`config.mk`:
```
export PLATFORM = sky130hd
export DESIGN_NAME = aes_decrypt_ctrl
export DESIGN_NICKNAME = d
export VERILOG_FILES = /design/src/rtl/aes_decrypt_ctrl.sv
export SDC_FILE = /design/constraint.sdc
export NUM_CORES = 1
export LEC_CHECK = 0
export ABC_AREA = 1
export CAP_MARGIN = 5
export CORE_AREA = 2 2 60 62
export DETAILED_ROUTE_END_ITERATION = 6
export DIE_AREA = 0 0 62 64
export PLACE_DENSITY = 0.75
export SETUP_SLACK_MARGIN = 0.4
export SKIP_CTS_REPAIR_TIMING = 1
export SLEW_MARGIN = 30
export SYNTH_ARGS = -nofsm -noshare
export SYNTH_HDL_FRONTEND = slang
export SYNTH_SLANG_ARGS = --single-unit
```
`constraint.sdc`:
```
create_clock -name Clk -period 1.65 [get_ports Clk]
set_input_delay 0.2475 -clock Clk [delete_from_list [all_inputs] [get_ports Clk]]
set_output_delay 0.2475 -clock Clk [all_outputs]
set_load 0.02 [all_outputs]
```
`src/rtl/aes_decrypt_ctrl.sv`:
```
// Sequencing controller for the iterative AES-128 decryption datapath.
// Walks load, key-expansion wait, inverse rounds and plaintext write-back; holds no cipher data.
module aes_decrypt_ctrl #(
  parameter int unsigned NUM_ROUNDS    = 10,
  parameter int unsigned KEYEXP_CYCLES = 10
) (
  input  logic       Clk,
  input  logic       Reset,
  input  logic       AES_START,
  output logic       AES_DONE,
  output logic       BUSY,
  output logic       STATE_LD,
  output logic       STATE_WE,
  output logic [2:0] OP_SEL,
  output logic [3:0] ROUND_KEY_IDX,
  output logic [1:0] COL_SEL,
  output logic       PT_WE
);

  localparam int unsigned OP_W  = 3;
  localparam int unsigned IDX_W = 4;
  localparam int unsigned COL_W = 2;
  localparam int unsigned KXP_W = 8;

  localparam logic [OP_W-1:0]  OP_HOLD = 3'd0;
  localparam logic [OP_W-1:0]  OP_ARK  = 3'd1;
  localparam logic [OP_W-1:0]  OP_ISR  = 3'd2;
  localparam logic [OP_W-1:0]  OP_ISB  = 3'd3;
  localparam logic [OP_W-1:0]  OP_IMC  = 3'd4;

  localparam logic [IDX_W-1:0] INIT_KEY_IDX   = IDX_W'(NUM_ROUNDS);
  localparam logic [IDX_W-1:0] FIRST_LOOP_RND = IDX_W'(NUM_ROUNDS - 1);
  localparam logic [KXP_W-1:0] KEYEXP_LAST    = KXP_W'(KEYEXP_CYCLES - 1);
  localparam logic [COL_W-1:0] COL_LAST       = 2'd3;

  typedef enum logic [3:0] {
    S_IDLE,
    S_LOAD,
    S_KEYEXP,
    S_ARK_INIT,
    S_ISR,
    S_ISB,
    S_ARK,
    S_IMC,
    S_F_ISR,
    S_F_ISB,
    S_F_ARK,
    S_WRITE,
    S_DONE
  } state_t;

  state_t           state, state_d;
  logic [KXP_W-1:0] keyexp_cnt, keyexp_d;
  logic [IDX_W-1:0] round_cnt, round_d;
  logic [COL_W-1:0] col_cnt, col_d;

  logic             done_d, busy_d, ld_d, we_d, pt_d;
  logic [OP_W-1:0]  op_d;
  logic [IDX_W-1:0] idx_d;
  logic [COL_W-1:0] col_sel_d;

  // State, counters and outputs; outputs are registered from the next-state decode
  always_ff @(posedge Clk) begin
    if (Reset) begin
      state         <= S_IDLE;
      keyexp_cnt    <= '0;
      round_cnt     <= '0;
      col_cnt       <= '0;
      AES_DONE      <= 1'b0;
      BUSY          <= 1'b0;
      STATE_LD      <= 1'b0;
      STATE_WE      <= 1'b0;
      OP_SEL        <= OP_HOLD;
      ROUND_KEY_IDX <= '0;
      COL_SEL       <= '0;
      PT_WE         <= 1'b0;
    end else begin
      state         <= state_d;
      keyexp_cnt    <= keyexp_d;
      round_cnt     <= round_d;
      col_cnt       <= col_d;
      AES_DONE      <= done_d;
      BUSY          <= busy_d;
      STATE_LD      <= ld_d;
      STATE_WE      <= we_d;
      OP_SEL        <= op_d;
      ROUND_KEY_IDX <= idx_d;
      COL_SEL       <= col_sel_d;
      PT_WE         <= pt_d;
    end
  end

  // Next state and counter updates
  always_comb begin
    state_d  = state;
    keyexp_d = keyexp_cnt;
    round_d  = round_cnt;
    col_d    = col_cnt;
    case (state)
      S_IDLE: begin
        if (AES_START) begin
          state_d  = S_LOAD;
          keyexp_d = '0;
          round_d  = '0;
          col_d    = '0;
        end
      end
      S_LOAD:   state_d = S_KEYEXP;
      S_KEYEXP: begin
        if (keyexp_cnt == KEYEXP_LAST) begin
          state_d = S_ARK_INIT;
        end else begin
          keyexp_d = keyexp_cnt + KXP_W'(1);
        end
      end
      S_ARK_INIT: begin
        state_d = S_ISR;
        round_d = FIRST_LOOP_RND;
      end
      S_ISR: state_d = S_ISB;
      S_ISB: state_d = S_ARK;
      S_ARK: state_d = S_IMC;
      S_IMC: begin
        if (col_cnt == COL_LAST) begin
          col_d   = '0;
          round_d = round_cnt - IDX_W'(1);
          state_d = (round_cnt == IDX_W'(1)) ? S_F_ISR : S_ISR;
        end else begin
          col_d = col_cnt + COL_W'(1);
        end
      end
      S_F_ISR: state_d = S_F_ISB;
      S_F_ISB: state_d = S_F_ARK;
      S_F_ARK: state_d = S_WRITE;
      S_WRITE: state_d = S_DONE;
      // Hold done while start stays high so a level start cannot retrigger
      S_DONE: begin
        if (!AES_START) state_d = S_IDLE;
      end
      default: state_d = S_IDLE;
    endcase
  end

  // Moore output decode of the upcoming state
  always_comb begin
    done_d    = 1'b0;
    busy_d    = 1'b1;
    ld_d      = 1'b0;
    we_d      = 1'b0;
    pt_d      = 1'b0;
    op_d      = OP_HOLD;
    idx_d     = '0;
    col_sel_d = '0;
    case (state_d)
      S_IDLE:   busy_d = 1'b0;
      S_LOAD:   ld_d = 1'b1;
      S_KEYEXP: op_d = OP_HOLD;
      S_ARK_INIT: begin
        op_d  = OP_ARK;
        idx_d = INIT_KEY_IDX;
        we_d  = 1'b1;
      end
      S_ISR, S_F_ISR: begin
        op_d = OP_ISR;
        we_d = 1'b1;
      end
      S_ISB, S_F_ISB: begin
        op_d = OP_ISB;
        we_d = 1'b1;
      end
      S_ARK: begin
        op_d  = OP_ARK;
        idx_d = round_d;
        we_d  = 1'b1;
      end
      S_F_ARK: begin
        op_d = OP_ARK;
        we_d = 1'b1;
      end
      S_IMC: begin
        op_d      = OP_IMC;
        col_sel_d = col_d;
        we_d      = 1'b1;
      end
      S_WRITE: pt_d = 1'b1;
      S_DONE: begin
        done_d = 1'b1;
        busy_d = 1'b0;
      end
      default: busy_d = 1'b0;
    endcase
  end

endmodule

```
### Word-level counts from Yosys, hierarchy flattened

Index checks and enable logic that the tools add are counted.

| word-level totals | value |
|---|---|
| logic and storage cells | 76 |
| bits in writable memories | 0 |
| bits in latches | 0 |
| bits in registers | 32 |
| bits of input ports | 3 |
| memories kept | 0 |
| memory bits (read-only) | 0 |
| output and inout bits | 14 |

| operators by class | value |
|---|---|
| multipliers | 0 |
| bitwise gates (word level) | 1 |
| div/mod/pow operators | 0 |
| $lt $le $gt $ge | 0 |
| reductions and logical operators | 9 |
| shifts and indexed selects | 0 |
| muxes and demuxes | 22 |
| add/sub/neg operators | 3 |
| equality and inequality tests | 29 |

Operator list:

| cell | number |
|---|---|
| 4-bit one-hot mux with 13 select lines | 1 |
| 4-bit equality test, second input constant | 10 |
| 4-bit by 3-bit equality test with 1-bit output, second input constant | 8 |
| 4-bit 2-to-1 mux | 7 |
| 4-bit by 2-bit equality test with 1-bit output, second input constant | 4 |
| 8-bit 2-to-1 mux | 2 |
| 8-bit one-hot mux with 2 select lines | 1 |
| 4-bit by 1-bit equality test with 1-bit output, second input constant | 3 |
| 3-bit one-hot mux with 4 select lines | 1 |
| 4-bit one-hot mux with 3 select lines | 1 |
| 11-bit OR reduction | 1 |
| 8-bit by 1-bit adder with 8-bit output, second input constant | 1 |
| 8-bit by 4-bit equality test with 1-bit output, second input constant | 1 |
| 4-bit one-hot mux with 2 select lines | 1 |
| 8-bit OR reduction | 1 |
| 2-bit OR reduction | 3 |
| 1-bit 2-to-1 mux | 5 |
| 4-bit zero test | 1 |
| 2-bit 2-to-1 mux | 2 |
| 2-bit != test, second input constant | 2 |
| 2-bit one-hot mux with 2 select lines | 1 |
| 4-bit by 1-bit subtractor with 4-bit output, second input constant | 1 |
| 3-bit AND reduction | 1 |
| 3-bit OR reduction | 1 |
| other kinds (4) | 4 |

### Longest topological paths before layout

| depth | value |
|---|---|
| word-level depth | 7 |
| mapped depth | 11 |
| mapped depth without buffers | 11 |

### Worst setup path before layout

Ideal clock, no wire load.

| timing path | value |
|---|---|
| path kind | reg-to-reg |
| start point | register col_cnt[0] |
| end point | register OP_SEL[1] |
| period minus slack after synthesis | 1.319 ns |
| cell stages (with the launch flop) | 12 |
| arrival time | 1.191 ns |
| slack | 0.331 ns |
| buffers on the path | 1 |
| cells stage by stage | dfxtp_1 ha_1 buf_2 nand2_1 nor2_1 nand2_1 nand3_1 inv_1 nand2_1 nand2_1 nand2_1 nor2_1 |

| on the way | value |
|---|---|
| longest elaborated chain between the ends | 6 |

RTL lines:

| element | RTL line | RTL |
|---|---|---|
| from (decl) | 55 | `logic [COL_W-1:0] col_cnt, col_d;` |
| from (signal assigned) | 81 | `col_cnt <= col_d;` |
| 2-bit equality test * | 124 | `if (col_cnt == COL_LAST) begin` |
| 4-bit 2-to-1 mux * | 124 |  |
| 4-bit one-hot mux with 13 select lines * | 99 | `case (state)` |
| 4-bit by 3-bit equality test with 1-bit output, or another cell as far along | 154 | `case (state_d)` |
| 3-bit OR reduction (no source line) or 2-bit OR reduction (tied branches) | n/a |  |
| 3-bit one-hot mux with 4 select lines * | 154 |  |
| to (signal assigned) | 86 | `OP_SEL <= op_d;` |
| to (decl) | 14 | `output logic [2:0] OP_SEL,` |

Every way passes the cells marked *; elsewhere a longest branch is shown, timed or not.
A chain may end at the register's enable or synchronous reset.

### Final worst setup path

| timing path | value |
|---|---|
| start point | register keyexp_cnt[1] |
| end point | register OP_SEL[2] |

| on the way | value |
|---|---|
| longest elaborated chain between the ends | 6 |

RTL lines:

| element | RTL line | RTL |
|---|---|---|
| from (decl) | 53 | `logic [KXP_W-1:0] keyexp_cnt, keyexp_d;` |
| from (signal assigned) | 79 | `keyexp_cnt <= keyexp_d;` |
| 8-bit by 4-bit equality test with 1-bit output * | 110 | `if (keyexp_cnt == KEYEXP_LAST) begin` |
| 4-bit 2-to-1 mux * | 110 |  |
| 4-bit one-hot mux with 13 select lines * | 99 |  |
| 4-bit by 3-bit equality test with 1-bit output, or another cell as far along | 154 |  |
| 3-bit OR reduction (no source line) or 2-bit OR reduction (tied branches) | n/a |  |
| 3-bit one-hot mux with 4 select lines * | 154 |  |

Marked as above.

==> metrics.md <==
| Metric | Value |
|---|---|
| Final hold violations | 0 |
| Number of max-cap violations | 0 |
| Worst Setup End Kind | flip-flop |
| Register area share after synthesis | between 30% and 40% |
| Post-synthesis cell type count | 36 |
| CTS Sinks | 32 |
| PwrDens | ~740 nW/um^2 |
| Most frequent cell on the critical path | inv_2 |
| Site Rows | 21 |
| First-pass GRT wire length | around 6000 um |
| Sequential share of power | between 40% and 50% |
| Starting Density | 53.6% |
| Number of synthesized register bits | 32 |
| Number of detailed-route iterations in the first pass | 4 |
| Post-Layout Cell Count | between 300 and 400 |
| Clk buf depth | 2 |
| DIE WIDTH | 62 um |
| Syn. warnings | 0 |
| Buffers and inverters on the worst path | 2 |
| CTS tree | yes |
| Crit path max-delay family | simple AND/OR/NAND/NOR gates |
| Post-synth top area cell | dfxtp_1 |
| Register clock-pin slew on the reported worst setup and hold paths | ~0.11 ns |
| Share of cells above drive strength 1 | between 40% and 50% |
| Final TNS setup | 0 ns |
| Final wirelength | 4770 um |
| Hold crit path type | reg -> reg |
| GRT overflow | 0 |
| Slowest-stage cell, CP | dfxtp_2 |
| Residual DRC count | 0 |
| Share of the synthesized area in the top cell type | 36.4% |
| CP required | approximately 1.9 ns |
| Inst Count DP | approximately 310 |
| Critical Path, Cell by Cell | inv_2 > ha_4 > inv_2 > nor3_4 > nand3_4 > nand4_1 > nand4_2 > nor2_1 |
| Comb pwr share | between 20% and 30% |
| Power, Total | 1890 uW |
| Sw frac | 31.6% |
| Placer Congestion | just under 0.9 |
| Initial antenna violation count | 0 |
| WS Path Type | reg -> reg |
| Int Pwr | between 1000 and 1500 uW |
| Synth top area cells | dfxtp_1, nand2_1, inv_1 |
| Layout Nets | 301 |
| RSZ-0062 raised after global routing | yes |
| Post-Syn Nets | 260 |
| # setup viols final | 0 |
| Critical Path AT | ~1.7 ns |
| Leak | 0.00137 uW |
| Final period util | between 80% and 90% |
| Worst hold slack | a little over 0.5 ns |
| Syn Area/Cell | roughly 7 um^2 |
| Via count | 1781 |
| Worst skew pair latency | approximately 0.35 ns |
| Die ar. | around 4000 um^2 |
| Final setup skew | between 0.01 and 0.015 ns |
| Max incr delay on CP | around 0.35 ns |
| Commonest cells post-synth | nand2_1, inv_1, dfxtp_1 |
| Startpoint types | flip-flop |
| Boundary Pins | 17 |
| Worst slew pin tran | 0.528 ns |
| Clock power frac | between 30 and 40% |
| Port buffer count | 16 |
| Die Height | approximately 64 um |
| Routed Antenna Nets | 0 |
| Core Area | approximately 3300 um^2 |
| Worst VDD drop | ~680 uV |
| Final count of pins violating max slew | 0 |
| Root buffer cell | clkbuf_4 |
| Slew margin rel. | approximately two thirds |
| Dominant register cell in the synthesized netlist | dfxtp_1 |
| Status | finished clean |
| Peak fanout along the critical path | 5 |
| Post-synth ARST share | 0% |
| # diodes | 0 |
| Tmin final | 1.45 ns |
| Starting DRT DRC Count | just under 70 |
| Global Route Usage Sum | approximately 21% |
| Vias in the first global route | 1435 |
| H-Tree Depth | 2 |
| Vias per cell | ~5.2 |
| Switching pwr | ~600 uW |
| Max Freq | roughly 0.7 GHz |
| Count leader, synth | nand2_1 |
| Synth-to-layout area growth | 45.1% |
| Largest net degree at the start of global routing | 17 |
| Number of synthesized flops with an enable pin | 0 |
| Hpwl dp | 2620 um |
| WL/cell | between 10 and 15 um |
| Mapped Area | around 1800 um^2 |
| Gate Count Post-Synth | between 200 and 300 |
| CTS Buf Count | 5 |
-- worst reg2reg max path: stages (launching register included) --
cell and delay (ns):
dfxtp_2 0.35, inv_2 0.08, ha_4 0.14, inv_2 0.05
nor3_4 0.19, nand3_4 0.14, nand4_1 0.17, nand4_2 0.14
nor2_1 0.13
-- path summary, 6_finish.rpt --
path                                    start       endpoint  slack [ns]  cells past startpoint
worst max-delay path            keyexp_cnt[1]      OP_SEL[2]        0.20                      8
worst min register to register  keyexp_cnt[5]  keyexp_cnt[5]        0.52                      2
worst max register to register  keyexp_cnt[1]      OP_SEL[2]        0.20                      8
worst min-delay path            keyexp_cnt[5]  keyexp_cnt[5]        0.52                      2
-- flip-flops by register name, indices dropped and copies added, names as in the netlist --
signal	flops
col_cnt	2
ROUND_KEY_IDX	4
COL_SEL	2
PT_WE	1
AES_DONE	1
STATE_LD	1
round_cnt	4
OP_SEL	3
STATE_WE	1
BUSY	1
state	4
keyexp_cnt	8
-- power groups by stage --
| stage | Combinational, uW | Sequential [uW] | Clock, uW |
|---|---|---|---|
| floorplan | 197 | 850 | 0 |
| global route | 473 | 844 | 650 |
| detailed placement | 267 | 846 | 0 |
| finish | 434 | 841 | 613 |
| CTS | 268 | 829 | 613 |
| global placement | 265 | 844 | 0 |
-- cell families after synthesis --
| logic type | share of synthesized area, % |
|---|---|
| adders and majority gates | 3.55 |
| AOI/OAI and AO/OA | 9.03 |
| buffers and inverters | 11.3 |
| DFF | 36.4 |
| xor gates and xnor gates | 0.498 |
| and+or+nand+nor | 39.2 |
-- cell type report --
type                            count  area [um^2]
Clock buffer                        5         37.5
Clock inverter                      3         42.5
Fill cell                         201          731
Inverter                           46          193
Multi-Input combinational cell    171         1190
Sequential cell                    32          669
Tap cell                           46         57.6
Timing Repair Buffer               37          364
-- per-stage QoR --
| step | worst slack, ns | utilization (%) | instance area, um^2 |
|---|---|---|---|
| after detailed placement | 0.0917 | 60.0 | 1970 |
| final | 0.201 | 77.8 | 2550 |
| after floorplan | 0.399 | - | 1770 |
| after CTS | 0.116 | 62.4 | 2050 |
| after global routing | 0.117 | 77.8 | 2550 |
| after global placement | 0.0695 | 60.0 | 1970 |
-- cell usage in the layout, fill, tap and decap left out, drive strengths merged, types with 5 or more instances in the layout --
cell           n
nor3           6
nand2         64
buf           21
inv           45
ha             5
nor2          36
dfxtp         32
dlymetal6s2s  14
a21oi          9
clkbuf         5
o21ai         12
nand3         24
nand4          7
-- layer usage --
metal,wire length (um),global-route usage (%),vias up
met3,290,6.07,13
met4,117,8.24,0
met5,0,0,-
met2,2430,31.8,65
met1,1940,26.8,827
li1,-,-,876
No activity file was read; power rests on OpenSTA's default activity.
